File: config.mk
export PLATFORM = sky130hd
export DESIGN_NAME = set_time
export DESIGN_NICKNAME = d
export VERILOG_FILES = /design/src/rtl/set_time.sv
export SDC_FILE = /design/constraint.sdc
export NUM_CORES = 1
export LEC_CHECK = 0
export CAP_MARGIN = 20
export CORE_ASPECT_RATIO = 0.7
export CORE_MARGIN = 2
export CORE_UTILIZATION = 30
export CTS_CLUSTER_SIZE = 16
export DETAILED_ROUTE_END_ITERATION = 16
export SYNTH_ARGS = -nofsm -noshare
export SYNTH_HDL_FRONTEND = slang
export SYNTH_SLANG_ARGS = --single-unit
File: constraint.sdc
create_clock -name clk -period 2.9 [get_ports clk]
set_clock_uncertainty 0.15 [all_clocks]
set_input_delay 0.435 -clock clk [delete_from_list [all_inputs] [get_ports clk]]
set_output_delay 0.435 -clock clk [all_outputs]
set_load 0.05 [all_outputs]
File: src/rtl/set_time.sv
`default_nettype none
// ============================================================================
// Module      : set_time
// Description : Time-entry block. Captures clamped switch values into
//               hours/minutes/seconds one field per "next" button press.
// Revision    : 1.0 - initial release
// ============================================================================
module set_time #(
    parameter logic [2:0] SET_STATE = 3'b010
) (
    input  logic       clk,
    input  logic       reset,
    input  logic [2:0] state,
    input  logic       nxt_but,
    input  logic [5:0] in_time,
    output logic [4:0] hours,
    output logic [5:0] minutes,
    output logic [5:0] seconds,
    output logic [1:0] field
);

    localparam logic [1:0] c_FLD_HOURS   = 2'd0;
    localparam logic [1:0] c_FLD_MINUTES = 2'd1;
    localparam logic [1:0] c_FLD_SECONDS = 2'd2;

    localparam logic [5:0] c_MAX_HOURS = 6'd23;
    localparam logic [5:0] c_MAX_MINSEC = 6'd59;

    logic [4:0] r_hours;
    logic [5:0] r_minutes;
    logic [5:0] r_seconds;
    logic [1:0] r_field;
    logic       r_nxt_prev;
    logic       r_armed;

    logic       w_in_set;
    logic       w_press;
    logic       w_accept;
    logic [4:0] w_clamp_hours;
    logic [5:0] w_clamp_minsec;
    logic [1:0] w_field_next;

    // A button already held at reset release must be seen low once before it
    // can count as a press; r_armed records that.
    assign w_in_set = (state == SET_STATE);
    assign w_press  = nxt_but & ~r_nxt_prev & r_armed;
    assign w_accept = w_press & w_in_set;

    assign w_clamp_hours  = (in_time > c_MAX_HOURS) ? c_MAX_HOURS[4:0] : in_time[4:0];
    assign w_clamp_minsec = (in_time > c_MAX_MINSEC) ? c_MAX_MINSEC : in_time;

    always_comb begin
        w_field_next = r_field;
        if (!w_in_set) begin
            w_field_next = c_FLD_HOURS;
        end else if (w_accept) begin
            case (r_field)
                c_FLD_HOURS:   w_field_next = c_FLD_MINUTES;
                c_FLD_MINUTES: w_field_next = c_FLD_SECONDS;
                default:       w_field_next = c_FLD_HOURS;
            endcase
        end
    end

    always_ff @(posedge clk or posedge reset) begin
        if (reset) begin
            r_nxt_prev <= 1'b0;
            r_armed    <= 1'b0;
        end else begin
            r_nxt_prev <= nxt_but;
            r_armed    <= r_armed | ~nxt_but;
        end
    end

    always_ff @(posedge clk or posedge reset) begin
        if (reset) begin
            r_hours   <= 5'd0;
            r_minutes <= 6'd0;
            r_seconds <= 6'd0;
            r_field   <= c_FLD_HOURS;
        end else begin
            r_field <= w_field_next;
            if (w_accept) begin
                case (r_field)
                    c_FLD_HOURS:   r_hours   <= w_clamp_hours;
                    c_FLD_MINUTES: r_minutes <= w_clamp_minsec;
                    default:       r_seconds <= w_clamp_minsec;
                endcase
            end
        end
    end

    assign hours   = r_hours;
    assign minutes = r_minutes;
    assign seconds = r_seconds;
    assign field   = r_field;

endmodule
`default_nettype wire

==> metrics <==
ant diodes 0; design area 1280 um^2; Root Buffer clkbuf_8; static leakage 0.000565 uW; CP endpoint kind output pin; Psw 204 uW; # IOs 31; largest net degree at the start of global routing 22; internal power approximately 470 uW; CORE AREA 2820 um^2; unrepaired setup endpoints after global routing false; syn avg cell area 13.1 um^2; Setup Total Neg Slack 0 ps; Peak VDD IR 0.363 mV; Clock Power Share 28.4%; Cell Pwr Density 527 nW/um^2; Tmin final between 2000 and 2500 ps; first-pass GRT wire length 3480 um; Critical Path Max Stage Delay 840 ps; post-cts sizing count 0; # Post-CTS Setup Buffers 0; Placed Area 1240 um^2; family with the most delay on the worst path buffers and inverters; GR Util All Layers 12.9%; hold buffers post-CTS 0; Yosys cell types 16; critical-path cell list clkdlybuf4s50_1; global routing's busiest layer met2; antenna violations before repair 0; post-synthesis sequential area ratio just under 60%; Nets 115; GR Layer Usage met3 4.09%; average vias per placed instance around 4.7; Slew HR 47.2%; remaining antenna violation count 0; wirelength, routed 1980 um; Worst Path Required 2320 ps; CP Buf/Inv Count 1; CTS tree built; Die ar. around 3400 um^2; M1 GR Usage 16.7%; Critical Path Fanout Max 5; Die Height 49.7 um; Cells after Synth 68; Setup CP Type register to output pin; Ys Warns 0; std cell rows 16; mapped cell area 893 um^2; number of max-cap violations 0; die width 69.2 um; switch share between 30 and 40%; drt pass-1 iters 4; # port buffers 30; Synth Register Bits 21; Clk pin slew, worst setup/hold paths roughly 70 ps; global route total overflow 0; Slowest-stage cell, CP clkdlybuf4s50_1; Area Overhead vs Synth 43.7%; CTS buffer count 3; combinational share of power a little under a quarter; clk_lat worst skew 260 ps; Slew Limit Fails 0; Starting Density 31.6%; share of cells above drive strength 1 22.5%; FMAX around 0.48 GHz; CTS H-tree depth 1; DRC Markers 0; vias in the first global route 719; final setup fails 0; sequential share of power a little under half; Sink Count 21; final hold vios 0; Iteration-0 DRC Markers 28; dpl hpwl 1540 um; CP arrival ~1500 ps; HP Class register to register; DR WL/cell 14.4 um; status completed; Final GP Congestion 0.715; Worst Tran Pin Value a little under 800 ps; final period utilization 72.3%; crit start category register; deepest clock path buffer count 2; GR Layer Usage met2 between 20% and 30%; Synth Net Count 80; Via Count 645
flip-flops by register name (all words and copies together) (netlist names):
name,flops
field,2
hours,5
minutes,6
r_armed,1
r_nxt_prev,1
seconds,6
per-layer routing:
metal | up-vias | routed length, um
met5 | - | 0
met4 | 0 | 10
met3 | 2 | 104
met2 | 19 | 928
met1 | 317 | 938
li1 | 307 | -
worst paths after layout:
path                                      start                endpoint  slack, ps  cells after the start
max                        field[1]$_DFFE_PP0P_                field[1]        800                      1
min                           r_armed$_DFF_PP0_       r_armed$_DFF_PP0_        350                      1
max reg2reg                   r_armed$_DFF_PP0_  minutes[0]$_DFFE_PP0P_       1250                      3
min reg2reg                   r_armed$_DFF_PP0_       r_armed$_DFF_PP0_        350                      1
max in group asynchronous                 reset  seconds[4]$_DFFE_PP0P_       1620                      2
min in group asynchronous                 reset    hours[0]$_DFFE_PP0P_        490                      2
per-stage QoR:
stage                     instances  hold slack, ps  total power (uW)  util (%)  setup slack (ps)
after floorplan                  68             262               425         -              1160
after global placement          134             317               488      43.9               635
after detailed placement        134             327               492      43.9               586
after CTS                       138             347               678      45.5               803
after global routing            138             377               703      45.5               767
final                           138             348               677      45.5               802
layout by cell type (no fill, tap or decap):
cell type	netlist	final
nor3_4	1	1
nor3b_1	1	1
or3b_4	1	1
or2_2	1	1
a21oi_1	3	3
nand3_1	2	2
nand2_1	3	3
clkdlybuf4s50_1	0	30
nand3b_1	1	1
nor2_1	2	2
a31oi_1	1	1
nor2b_1	2	2
dfrtp_1	21	21
mux2_2	17	17
inv_1	4	4
nand2b_1	5	5
clkbuf_1	0	1
clkbuf_8	0	3
nand4_1	3	3
power groups by stage:
stage | Clock, uW | Sequential, uW | Combinational, uW
2_1_floorplan | 0 | 393 | 31.7
3_3_place_gp | 0 | 327 | 162
3_5_place_dp | 0 | 329 | 163
4_1_cts | 192 | 323 | 164
5_1_grt | 205 | 326 | 172
6_report | 192 | 322 | 162
kinds of logic (layout without fill, tap and decap cells):
kind of cell / after synthesis / count (layout) / share of synthesized area [%]
muxes: 17 / 17 / 21.4
and+or+nand+nor: 22 / 22 / 15.7
AOI/OAI and AO/OA: 4 / 4 / 2.38
buffers and inverters: 4 / 38 / 1.68
DFF: 21 / 21 / 58.8
synth_stat cells:
library cell / instances / share of area (%)
a21oi_1: 3 / 1.7
a31oi_1: 1 / 0.70
dfrtp_1: 21 / 59
inv_1: 4 / 1.7
mux2_2: 17 / 21
nand2_1: 3 / 1.3
nand2b_1: 5 / 3.5
nand3_1: 2 / 1.1
nand3b_1: 1 / 0.84
nand4_1: 3 / 2.1
nor2_1: 2 / 0.84
nor2b_1: 2 / 1.4
nor3_4: 1 / 1.8
nor3b_1: 1 / 0.84
or2_2: 1 / 0.70
or3b_4: 1 / 1.3
final cells by class:
type	count	area [um^2]
fillers	260	1540
well taps	36	45.0
repair buffers	30	300
inverters	4	15.0
multi-input cells	43	353
clock buffers	4	45.0
flip-flops and latches	21	526
(Power assumes the default switching activity.)
